===== src/rtl/wdg_pkg.sv =====
// -----------------------------------------------------------------------------
// wdg_pkg
//   Shared definitions for the watchdog controller: the kick key, the FSM
//   state encoding (also visible in CTRL[5:4]) and the register addresses.
//   No ports.
// -----------------------------------------------------------------------------
package wdg_pkg;

    localparam logic [31:0] KICK_KEY = 32'h0000_5A5A;

    typedef enum logic [1:0] {
        ST_IDLE = 2'd0,
        ST_RUN  = 2'd1,
        ST_WARN = 2'd2,
        ST_BITE = 2'd3
    } wdg_state_e;

    localparam logic [1:0] ADDR_CTRL   = 2'd0;
    localparam logic [1:0] ADDR_LOAD   = 2'd1;
    localparam logic [1:0] ADDR_KICK   = 2'd2;
    localparam logic [1:0] ADDR_WINDOW = 2'd3;

endpackage


===== src/rtl/wdg_if.sv =====
// -----------------------------------------------------------------------------
// wdg_if
//   CPU register bus of the watchdog.
//   cfg_we     write strobe
//   cfg_addr   register select (CTRL, LOAD, KICK/COUNT, WINDOW)
//   cfg_wdata  write data
//   cfg_rdata  read data, driven combinationally by the slave from cfg_addr
// -----------------------------------------------------------------------------
interface wdg_if;

    logic        cfg_we;
    logic [1:0]  cfg_addr;
    logic [31:0] cfg_wdata;
    logic [31:0] cfg_rdata;

    modport master (output cfg_we, cfg_addr, cfg_wdata, input  cfg_rdata);
    modport slave  (input  cfg_we, cfg_addr, cfg_wdata, output cfg_rdata);

endinterface


===== src/rtl/wdg_cnt.sv =====
// -----------------------------------------------------------------------------
// wdg_cnt
//   Watchdog down-counter. A load takes priority over a decrement; a
//   decrement at zero is dropped so the count never wraps below 0.
//   sys_clk     clock
//   res_n       synchronous active-low reset (count <- RST_VAL)
//   i_load      load i_load_val this cycle
//   i_load_val  value to load
//   i_dec       decrement by one (ignored at zero)
//   o_count     current count
//   o_zero      count is zero
// -----------------------------------------------------------------------------
module wdg_cnt #(
    parameter int               WIDTH   = 16,
    parameter logic [WIDTH-1:0] RST_VAL = {WIDTH{1'b1}}
) (
    input  logic             sys_clk,
    input  logic             res_n,
    input  logic             i_load,
    input  logic [WIDTH-1:0] i_load_val,
    input  logic             i_dec,
    output logic [WIDTH-1:0] o_count,
    output logic             o_zero
);

    localparam logic [WIDTH-1:0] ONE = WIDTH'(1);

    logic [WIDTH-1:0] r_count;

    // NOTE: state is updated with non-blocking assignments so every register
    // samples the pre-edge values, independent of statement order.
    always_ff @(posedge sys_clk) begin
        if (!res_n) begin
            r_count <= RST_VAL;
        end else if (i_load) begin
            r_count <= i_load_val;
        end else if (i_dec && !o_zero) begin
            r_count <= r_count - ONE;
        end
    end

    assign o_count = r_count;
    assign o_zero  = (r_count == '0);

endmodule


===== src/rtl/wdg_ctrl.sv =====
// -----------------------------------------------------------------------------
// wdg_ctrl
//   Watchdog controller: register file (CTRL, LOAD, KICK/COUNT, WINDOW) and the
//   IDLE -> RUN -> WARN -> BITE sequencer driving the wdg_cnt down-counter.
//   All time is counted in mtick pulses. Only res_n leaves BITE.
//   sys_clk      clock
//   res_n        synchronous active-low reset
//   mtick        one-cycle tick from mtime
//   cfg          register bus (wdg_if.slave)
//   count_wdg    current down-count
//   wdg_irq      early warning, high in WARN
//   wdg_rst_req  reset request, high in BITE
//   Build option: define WDG_WINDOW_EN to enable the WINDOW register and the
//   early-kick check; otherwise WINDOW reads 0 and no window logic exists.
// -----------------------------------------------------------------------------
module wdg_ctrl
    import wdg_pkg::*;
#(
    parameter int WIDTH      = 16,
    parameter int WARN_TICKS = 8
) (
    input  logic             sys_clk,
    input  logic             res_n,
    input  logic             mtick,
    wdg_if.slave             cfg,
    output logic [WIDTH-1:0] count_wdg,
    output logic             wdg_irq,
    output logic             wdg_rst_req
);

    localparam logic [WIDTH-1:0] WARN_RELOAD = WIDTH'(WARN_TICKS - 1);

    wdg_state_e       r_state;
    wdg_state_e       w_state_nxt;
    logic             r_en;
    logic             r_lock;
    logic [WIDTH-1:0] r_load;

    logic             w_cnt_load;
    logic [WIDTH-1:0] w_cnt_load_val;
    logic             w_cnt_dec;
    logic [WIDTH-1:0] w_count;
    logic             w_zero;

    logic             w_wr_live;
    logic             w_kick;
    logic             w_early;
    logic             w_bad_kick;
    logic             w_good_kick;

    wdg_cnt #(
        .WIDTH   (WIDTH),
        .RST_VAL ({WIDTH{1'b1}})
    ) u_cnt (
        .sys_clk    (sys_clk),
        .res_n      (res_n),
        .i_load     (w_cnt_load),
        .i_load_val (w_cnt_load_val),
        .i_dec      (w_cnt_dec),
        .o_count    (w_count),
        .o_zero     (w_zero)
    );

    // BITE freezes the whole register file.
    assign w_wr_live   = cfg.cfg_we && (r_state != ST_BITE);
    assign w_kick      = cfg.cfg_we && (cfg.cfg_addr == ADDR_KICK) &&
                         ((r_state == ST_RUN) || (r_state == ST_WARN));

`ifdef WDG_WINDOW_EN
    logic [WIDTH-1:0] r_window;

    always_ff @(posedge sys_clk) begin
        if (!res_n) begin
            r_window <= '0;
        end else if (w_wr_live && (cfg.cfg_addr == ADDR_WINDOW) && !r_lock) begin
            r_window <= cfg.cfg_wdata[WIDTH-1:0];
        end
    end

    // Only RUN is windowed; WINDOW=0 means every kick is in-window.
    assign w_early = (r_state == ST_RUN) && (r_window != '0) && (w_count > r_window);
`else
    assign w_early = 1'b0;
`endif

    assign w_bad_kick  = w_kick && ((cfg.cfg_wdata != KICK_KEY) || w_early);
    assign w_good_kick = w_kick && !w_bad_kick;

    always_ff @(posedge sys_clk) begin
        if (!res_n) begin
            r_state <= ST_IDLE;
            r_en    <= 1'b0;
            r_lock  <= 1'b0;
            r_load  <= {WIDTH{1'b1}};
        end else begin
            r_state <= w_state_nxt;
            if (w_wr_live && (cfg.cfg_addr == ADDR_CTRL)) begin
                if (!r_lock)         r_en   <= cfg.cfg_wdata[0];
                if (cfg.cfg_wdata[1]) r_lock <= 1'b1;
            end
            if (w_wr_live && (cfg.cfg_addr == ADDR_LOAD) && !r_lock) begin
                r_load <= cfg.cfg_wdata[WIDTH-1:0];
            end
        end
    end

    // Priority inside RUN/WARN: bad kick > good kick > en=0 > mtick.
    // NOTE: every output of this block gets a default first, so no path
    // leaves a signal unassigned and no latch is inferred.
    always_comb begin
        w_state_nxt    = r_state;
        w_cnt_load     = 1'b0;
        w_cnt_load_val = r_load;
        w_cnt_dec      = 1'b0;
        case (r_state)
            ST_IDLE: begin
                w_cnt_load = 1'b1;
                if (r_en) w_state_nxt = ST_RUN;
            end
            ST_RUN, ST_WARN: begin
                if (w_bad_kick) begin
                    w_state_nxt    = ST_BITE;
                    w_cnt_load     = 1'b1;
                    w_cnt_load_val = '0;
                end else if (w_good_kick) begin
                    w_state_nxt = ST_RUN;
                    w_cnt_load  = 1'b1;
                end else if (!r_en) begin
                    w_state_nxt = ST_IDLE;
                    w_cnt_load  = 1'b1;
                end else if (mtick) begin
                    if (!w_zero) begin
                        w_cnt_dec = 1'b1;
                    end else if (r_state == ST_RUN) begin
                        w_state_nxt    = ST_WARN;
                        w_cnt_load     = 1'b1;
                        w_cnt_load_val = WARN_RELOAD;
                    end else begin
                        w_state_nxt = ST_BITE;
                    end
                end
            end
            ST_BITE: begin
                w_cnt_load     = 1'b1;
                w_cnt_load_val = '0;
            end
            default: w_state_nxt = ST_IDLE;
        endcase
    end

    always_comb begin
        cfg.cfg_rdata = '0;
        case (cfg.cfg_addr)
            ADDR_CTRL: begin
                cfg.cfg_rdata[0]   = r_en;
                cfg.cfg_rdata[1]   = r_lock;
                cfg.cfg_rdata[5:4] = r_state;
            end
            ADDR_LOAD:   cfg.cfg_rdata[WIDTH-1:0] = r_load;
            ADDR_KICK:   cfg.cfg_rdata[WIDTH-1:0] = w_count;
`ifdef WDG_WINDOW_EN
            ADDR_WINDOW: cfg.cfg_rdata[WIDTH-1:0] = r_window;
`endif
            default:     cfg.cfg_rdata = '0;
        endcase
    end

    assign count_wdg   = w_count;
    assign wdg_irq     = (r_state == ST_WARN);
    assign wdg_rst_req = (r_state == ST_BITE);

endmodule


===== src/flat_wrapper.sv =====
// flat-port wrapper written by rule: the top's interface ports become plain ports
module wdg_ctrl_flat import wdg_pkg::*;
#(
    parameter int WIDTH      = 16,
    parameter int WARN_TICKS = 8
)
  (sys_clk, res_n, mtick, count_wdg, wdg_irq, wdg_rst_req, cfg_cfg_we, cfg_cfg_addr, cfg_cfg_wdata, cfg_cfg_rdata);
  wdg_if cfg_i ();
  input  logic sys_clk;
  input  logic res_n;
  input  logic mtick;
  output logic [WIDTH-1:0] count_wdg;
  output logic wdg_irq;
  output logic wdg_rst_req;
  input wire logic [$bits(cfg_i.cfg_we)-1:0] cfg_cfg_we;
  input wire logic [$bits(cfg_i.cfg_addr)-1:0] cfg_cfg_addr;
  input wire logic [$bits(cfg_i.cfg_wdata)-1:0] cfg_cfg_wdata;
  output wire logic [$bits(cfg_i.cfg_rdata)-1:0] cfg_cfg_rdata;
  assign cfg_i.cfg_we = cfg_cfg_we;
  assign cfg_i.cfg_addr = cfg_cfg_addr;
  assign cfg_i.cfg_wdata = cfg_cfg_wdata;
  assign cfg_cfg_rdata = cfg_i.cfg_rdata;
  wdg_ctrl #(.WIDTH(WIDTH), .WARN_TICKS(WARN_TICKS)) u_core (.sys_clk(sys_clk), .res_n(res_n), .mtick(mtick), .cfg(cfg_i), .count_wdg(count_wdg), .wdg_irq(wdg_irq), .wdg_rst_req(wdg_rst_req));
endmodule

===== config.mk =====
export PLATFORM = sky130hd
export DESIGN_NAME = wdg_ctrl_flat
export DESIGN_NICKNAME = d
export VERILOG_FILES = /design/src/rtl/wdg_pkg.sv /design/src/rtl/wdg_if.sv /design/src/rtl/wdg_cnt.sv /design/src/rtl/wdg_ctrl.sv /design/src/flat_wrapper.sv
export SDC_FILE = /design/constraint.sdc
export NUM_CORES = 1
export LEC_CHECK = 0
export ABC_CLOCK_PERIOD_IN_PS = 5580
export CORE_MARGIN = 2
export CORE_UTILIZATION = 49
export DETAILED_ROUTE_END_ITERATION = 8
export PLACE_DENSITY = 0.84
export SLEW_MARGIN = 0
export SYNTH_ARGS = -nofsm -noshare
export SYNTH_HDL_FRONTEND = slang
export SYNTH_SLANG_ARGS = --single-unit

===== constraint.sdc =====
create_clock -name sys_clk -period 5.58 [get_ports sys_clk]
set_input_delay 1.395 -clock sys_clk [delete_from_list [all_inputs] [get_ports sys_clk]]
set_output_delay 1.395 -clock sys_clk [all_outputs]
set_load 0.02 [all_outputs]

Yosys cells after proc, flatten, opt, wreduce, memory -nomap -nowiden
Index checks and enable logic that the tools add are counted.
{"block": "word_totals", "mem_count": 0, "output_inout_bits": 50, "romBits": 0, "inputBits": 38, "ram_bits": 0, "latchBits": 0, "elab_cells": 74, "regBits": 36}
{"block": "op_classes", "shifts": 0, "multipliers": 0, "n_bitwise": 1, "reduce_logical": 23, "n_div": 0, "addsub": 1, "n_lt_le_gt_ge": 0, "mux": 34, "n_eq_ne": 10}
{"operator": "2-to-1 mux 16 bit", "count": 8}
{"operator": "inequality test 32 x 15 -> 1 bit, second input constant", "count": 1}
{"operator": "one-hot mux 16 bit (2 select lines)", "count": 1}
{"operator": "one-hot mux 10 bit (2 select lines)", "count": 1}
{"operator": "zero test 16 bit", "count": 1}
{"operator": "subtractor 16 x 1 -> 16 bit, second input constant", "count": 1}
{"operator": "2-to-1 mux 1 bit", "count": 13}
{"operator": "2-to-1 mux 2 bit", "count": 6}
{"operator": "one-hot mux 2 bit (3 select lines)", "count": 2}
{"operator": "inequality test 5 bit, second input constant", "count": 2}
{"operator": "logical AND 1 bit", "count": 9}
{"operator": "one-hot mux 2 bit (2 select lines)", "count": 2}
{"operator": "== test 2 bit, second input constant", "count": 3}
{"operator": "== test 2 x 1 -> 1 bit, second input constant", "count": 2}
{"operator": "zero test 2 bit", "count": 2}
{"operator": "AND reduction 2 bit", "count": 2}
{"operator": "AND reduction 4 bit", "count": 1}
{"operator": "nonzero test 2 bit", "count": 2}
{"operator": "OR reduction 2 bit", "count": 2}
{"operator": "zero test 1 bit", "count": 3}
{"operator": "inequality test 2 x 1 -> 1 bit, second input constant", "count": 1}
{"operator": "inequality test 2 bit, second input constant", "count": 1}
{"operator": "one-hot mux 1 bit (2 select lines)", "count": 1}
{"operator": "logical OR 1 bit", "count": 1}
{"operator": "NOT 1 bit", "count": 1}

Longest topological paths before layout
Gate-level depths: netlist (run 1).
{"block": "depth", "ltp_word": 12, "mapped_depth": 9}

By module
From an unflattened synthesis (run 1), not the netlist that was laid out.
{"block": "unflattened", "hier_cells": 358, "area_unflattened_um2": 2671.3}
{"module": "wdg_ctrl", "instances": 1, "area_per_inst_um2": 1586.5, "cells_each": 221}
{"module": "wdg_cnt", "instances": 1, "area_per_inst_um2": 1084.8, "cells_each": 137}

Worst setup path after synthesis (run 1)
Ideal clock, no wire load.
{"block": "synth_path", "path_kind": "input-to-output", "from": "input port cfg_cfg_addr[0]", "to": "output port cfg_cfg_rdata[0]", "setup_slack_ps": 1619, "t_required_ps": 4185, "path_stages": 6, "arrival_ps": 2566, "cell_sequence": "inv_1 > ha_1 > clkbuf_1 > clkbuf_1 > a222oi_1 > nor2_1"}
{"block": "synth_via", "elab_chain_len": 2}
{"element": "start, declared", "line": "flat_wrapper.sv:16", "rtl": "input wire logic [$bits(cfg_i.cfg_addr)-1:0] cfg_cfg_addr;"}
{"element": "== test 2 bit (tied with other cells)", "line": "wdg_ctrl.sv:153", "rtl": "case (cfg.cfg_addr)"}
{"element": "one-hot mux 2 bit (3 select lines) (*)", "line": "wdg_ctrl.sv:153"}
{"element": "end, declared", "line": "flat_wrapper.sv:18", "rtl": "output wire logic [$bits(cfg_i.cfg_rdata)-1:0] cfg_cfg_rdata;"}
Mark *: on every way between the ends. The rest lies on a longest branch, timed or not.

Final worst setup path (run 1)
{"block": "layout_path", "from": "input port cfg_cfg_addr[1]", "to": "output port cfg_cfg_rdata[7]"}
{"block": "layout_via", "elab_chain_len": 2}
{"element": "== test 2 bit or == test 2 x 1 -> 1 bit (tied branches)", "line": "wdg_ctrl.sv:153"}
{"element": "one-hot mux 10 bit (2 select lines) (*)", "line": "wdg_ctrl.sv:153"}
Marked as above.

==> metrics, run 1 <==
final clock period utilization by the worst path=between 80% and 90%; number of port buffers=71; synth warn=0; Post-synth ARST share=0%; max_cap viols=0; vias per inst=slightly below 6; Avg Cell Area, Syn=between 7 and 8 sq um; Core ar.=between 4000 and 5000 sq um; initial antenna violation count=0; Power Density=378.0 nW/um^2; VDD IR-drop max=about 0.19 mV; commonest non-fill, non-tap cell in the layout=clkdlybuf4s50_1; RSZ-0062 raised after global routing=no; post-synthesis cell area=approximately 2400 sq um; setup violators final=0; fin cells=438; WS Path Type=in2out; Fin Hold WS=between 400 and 500 ps; hold depth=2; final core occ=approximately 67%; final wirelength=7.412 mm; final worst path period need=about 5000 ps; GRT Overall Usage=between 20% and 30%; run status=finished, final reports clean; I/O pin count=just under 90; routed len/inst=about 17 um; Resize count post-CTS=0; CP arrival=about 3600 ps; first-pass detailed-route iteration total=6; largest net degree at the start of global routing=31; r2r setup slk=~2900 ps; r2r worst-path depth=7; DR iter-0 viols=approximately 470; fin. max-slew vios=0; Worst Tran Pin Value=around 800 ps; Clock Path Buffers=2; Residual DRC=0; first-pass GRT wire length=between 10 and 15 mm; Post-CTS Setup Repair Bufs=0; remaining global-route overflow=0; RD Place Congestion=approximately 0.94; Startpoint Class=primary input; Placed Instances=430; nets=between 400 and 500; Initial Util=between 50% and 60%; H-tree depth=2; Area after DPL=3114 sq um; total CTS buffers=5; Pleak=1.314 nW; DIE HEIGHT=74.71 um; FMAX=200.7 MHz; clock sink count=36; Total Neg Setup Slack=0 ps; hold path endpoint=u_core.r_load[13]; die area=about 5600 sq um; Final WS setup=598.0 ps; die width=74.71 um; Reg clk slew, reported paths=roughly 70 ps; Post-DRT Antenna Nets=0; Layout area overhead=31.51%; ANT cells=0; hold crit path type=reg2reg; design area=around 3200 sq um; top_reg_cell synth=dfxtp_1; Setup crit end kind=output port; beginning of the critical path=cfg_cfg_addr[1]; Unique masters post-synth=between 50 and 60; DR vias=2,608; power consumption=approximately 1.2 mW; CTS tree=yes; final hold vios=0; vias in the first global route=around 2,500; Worst Path Required=~4200 ps; clock latency on the worst-skew pair=300 ps; CP Max Fanout=17; Post-Synthesis Cells=around 310; skew final=between 10 and 15 ps; Root Buffer=clkbuf_8; number of cell rows=25; most frequent cells in the layout=clkdlybuf4s50_1 (71), nand2_1 (41), dfxtp_1 (36); min-delay src=u_core.r_load[13]; Reg2Reg Launch Point=u_core.r_state[1]; hold_buf cts=0; slew margin rel.=a little under half; fraction of layout cells with a size suffix above 1=roughly 4.9%; register area share after synthesis=29.42%; dpl ws=~650 ps; number of flops mapped to enable cells by yosys=0; Yosys reg bits=36; reg2reg end=u_core.u_cnt.o_count[11]; HPWL after DPL=between 5 and 6 mm
worst max path at each step:
stage | endpoint | slack (ps) | depth (start not counted)
after floorplan | cfg_cfg_rdata[0] | 1620 | 6
after global placement | cfg_cfg_rdata[6] | 720 | 6
after detailed placement | cfg_cfg_rdata[4] | 650 | 6
after CTS | cfg_cfg_rdata[4] | 650 | 6
after global routing | cfg_cfg_rdata[10] | 500 | 6
final | cfg_cfg_rdata[7] | 600 | 6
state kept, by name, indices dropped and copies added, names as in the netlist:
signal / flops
u_core.r_load: 16
u_core.u_cnt.o_count: 16
u_core.r_state: 2
u_core.r_en: 1
u_core.r_lock: 1
area by class of cell:
type,instances,area (sq um)
Timing Repair Buffer,73,725.7
Sequential cell,36,720.7
Clock inverter,2,35.03
Clock buffer,6,72.57
Inverter,12,45.04
Multi-Input combinational cell,242,1539
Fill cell,402,1564
Tap cell,67,83.83
synthesized netlist by cell type, types with 3 or more instances:
| cell type | n | area (sq um) |
|---|---|---|
| a211o_1 | 3 | 26.28 |
| a21o_1 | 5 | 37.54 |
| a21oi_1 | 9 | 45.04 |
| a221o_1 | 9 | 90.09 |
| a222oi_1 | 4 | 40.04 |
| a22oi_1 | 12 | 90.09 |
| a31oi_1 | 3 | 18.77 |
| buf_2 | 5 | 25.02 |
| buf_4 | 16 | 120.1 |
| clkbuf_1 | 15 | 56.30 |
| dfxtp_1 | 36 | 720.7 |
| ha_1 | 10 | 125.1 |
| inv_1 | 12 | 45.04 |
| nand2_1 | 41 | 153.9 |
| nand3_1 | 17 | 85.08 |
| nand3b_1 | 3 | 22.52 |
| nand4_1 | 4 | 25.02 |
| nor2_1 | 18 | 67.56 |
| nor2b_1 | 14 | 87.58 |
| nor3_1 | 8 | 40.04 |
| nor4_1 | 8 | 50.05 |
| o21a_1 | 3 | 22.52 |
| o21ai_0 | 9 | 45.04 |
| o31ai_1 | 6 | 45.04 |
| o41ai_1 | 5 | 43.79 |
layer usage:
layer  track usage (%)  routed length (um)
met1             39.16                3123
met4             8.532                  79
met2             43.17                3359
met3             8.835                 850
met5                 0                   0
critical path, cell delays in order:
cell and delay [ps]:
clkdlybuf4s50_1 470, inv_1 110, ha_1 600, a22oi_1 230, nor2b_1 160, clkdlybuf4s50_1 620
where the power goes:
part           total (mW)  internal (mW)  switching, mW
logic               0.520          0.250          0.271
clock network       0.232          0.133         0.0990
registers           0.466          0.326          0.140
logic make-up after synthesis:
logic type | Yosys count | share of synthesized area [%]
multiplexers | 2 | 0.8682
XOR/XNOR | 2 | 0.7151
buffers and inverters | 48 | 10.06
other | 1 | 0.1531
AO/OA/AOI/OAI | 80 | 24.67
adder cells (fa/ha/maj) | 10 | 5.107
AND/OR/NAND/NOR | 132 | 29.01
flip-flops | 36 | 29.42
(Power assumes the default switching activity.)
==> run 2: changes to the inputs <==
- CELL_PAD_IN_SITES_DETAIL_PLACEMENT: unset -> 1
- CELL_PAD_IN_SITES_GLOBAL_PLACEMENT: unset -> 2
- CORE_UTILIZATION: 49 -> 27
==> run 2 against run 1 <==
Against the previous run:
- sequential share of layout area down 0.35 points
- combinational power up 0.8%
- flip-flop and latch count unchanged
- clock skew down 2.4 ps
- global-route usage down 11 points
- largest cell class unchanged
==> metrics, run 2 (synthesized netlist as in run 1, its figures left out) <==
power consumption=1.220 mW (+0.16%); CP arrival=3630 ps (+40 ps); DR vias=2,559 (-1.9%); fin. max-slew vios=0 (unchanged); largest net degree at the start of global routing=31 (unchanged); vias in the first global route=2,621 (+4.4%); r2r worst-path depth=7 (unchanged); slew margin rel.=45.42% (-0.68 points); Resize count post-CTS=0 (unchanged); H-tree depth=2 (unchanged); dpl ws=547.0 ps (-99.88 ps); final worst path period need=5021 ps (+39.05 ps); I/O pin count=88 (unchanged); die area=9852 sq um (+77%); clock sink count=36 (unchanged); VDD IR-drop max=0.1176 mV (-37%); WS Path Type=in2out; number of port buffers=71 (unchanged); total CTS buffers=5 (unchanged); Initial Util=27.96% (-23 points); Reg clk slew, reported paths=70 ps (about the same); DR iter-0 viols=98 (-79%); Setup crit end kind=output port; initial antenna violation count=0 (unchanged); Placed Instances=471 (+9.5%); vias per inst=5.342 (-10%); nets=418 (unchanged); DIE HEIGHT=99.26 um (+33%); Layout area overhead=33.61%; Post-DRT Antenna Nets=0 (unchanged); final clock period utilization by the worst path=89.98% (+0.70 points); skew final=7.702 ps (-2.423 ps); Power Density=372.7 nW/um^2 (-1.4%); Worst Path Required=4180 ps (about the same); fillers=1,071 (+170%); Startpoint Class=primary input; Worst Tran Pin Value=818.8 ps (+17.43 ps); first-pass detailed-route iteration total=5 (-1); FMAX=199.2 MHz (-0.78%); HPWL after DPL=6.541 mm (+20%); Root Buffer=clkbuf_8; fraction of layout cells with a size suffix above 1=4.852% (unchanged); setup violators final=0 (unchanged); die width=99.26 um (+33%); most frequent cells in the layout=clkdlybuf4s50_1 (71), nand2_1 (41), dfxtp_1 (36); run status=finished, final reports clean; final hold vios=0 (unchanged); Final WS setup=559.0 ps (-39.05 ps); Core ar.=8763 sq um (+83%); remaining global-route overflow=0 (unchanged); GRT Overall Usage=17.56% (-11 points); Post-CTS Setup Repair Bufs=0 (unchanged); final wirelength=8.505 mm (+15%); fin cells=479 (+9.4%); Total Neg Setup Slack=0 ps (unchanged); RD Place Congestion=0.8047 (-14%); max_cap viols=0 (unchanged); first-pass GRT wire length=13.93 mm (+15%); Residual DRC=0 (unchanged); Clock Path Buffers=2 (unchanged); commonest non-fill, non-tap cell in the layout=clkdlybuf4s50_1; clock latency on the worst-skew pair=290 ps (about the same); routed len/inst=17.76 um (+4.9%); CTS tree=yes; final core occ=37.35% (-30 points); CP Max Fanout=19 (+2); hold depth=2 (unchanged); number of cell rows=34 (+36%); RSZ-0062 raised after global routing=no; Pleak=1.314 nW (unchanged); hold_buf cts=0 (unchanged); hold crit path type=reg2reg; ANT cells=0 (unchanged)
==> run 2: cell counts in the layout (fill, tap and decap cells not counted) <==
No cell type changed its count.
==> run 2: power breakdown <==
part | leakage (nW) | total [mW] | switching (mW) | internal [mW]
Clock | 0.0552 | 0.230 | 0.0974 | 0.133
Sequential | 0.297 | 0.466 | 0.140 | 0.326
Combinational | 0.962 | 0.524 | 0.274 | 0.250
Total | 1.31 | 1.22 | 0.512 | 0.708
==> run 2: critical path, cell delays in order <==
cell             delay, ps
clkdlybuf4s50_1        460
inv_1                  110
ha_1                   690
a222oi_1               200
nor2_1                 140
clkdlybuf4s50_1        620
==> run 2: stage by stage <==
stage	instance area, sq um	hold slack, ps
2_1_floorplan	2506	458.7
3_3_place_gp	3166	479.6
3_5_place_dp	3166	497.2
4_1_cts	3273	508.3
5_1_grt	3273	537.2
6_report	3273	505.0
==> run 2: routing by layer <==
layer	up-vias	part of all wire (%)	GRT usage, %
li1	1238	-	-
met1	1245	48	24.68
met2	74	46	29.16
met3	2	5.7	2.811
met4	0	0.24	2.318
met5	-	0	0
==> run 2: worst paths after layout <==
check                    startpoint                  endpoint  slack, ps
setup reg to reg  u_core.r_state[0]  u_core.u_cnt.o_count[11]       2910
setup / recovery    cfg_cfg_addr[0]          cfg_cfg_rdata[5]        560
hold reg to reg   u_core.r_load[14]         u_core.r_load[14]        510
hold / removal    u_core.r_load[14]         u_core.r_load[14]        510
==> run 2: layout make-up <==
| class | instances | area, sq um | share of cell area [%] |
|---|---|---|---|
| Clock inverter | 2 | 35.03 | 1.070 |
| Sequential cell | 36 | 720.7 | 22.02 |
| Timing Repair Buffer | 73 | 725.7 | 22.17 |
| Clock buffer | 6 | 72.57 | 2.217 |
| Multi-Input combinational cell | 242 | 1539 | 47.02 |
| Tap cell | 108 | 135.1 | 4.128 |
| Inverter | 12 | 45.04 | 1.376 |
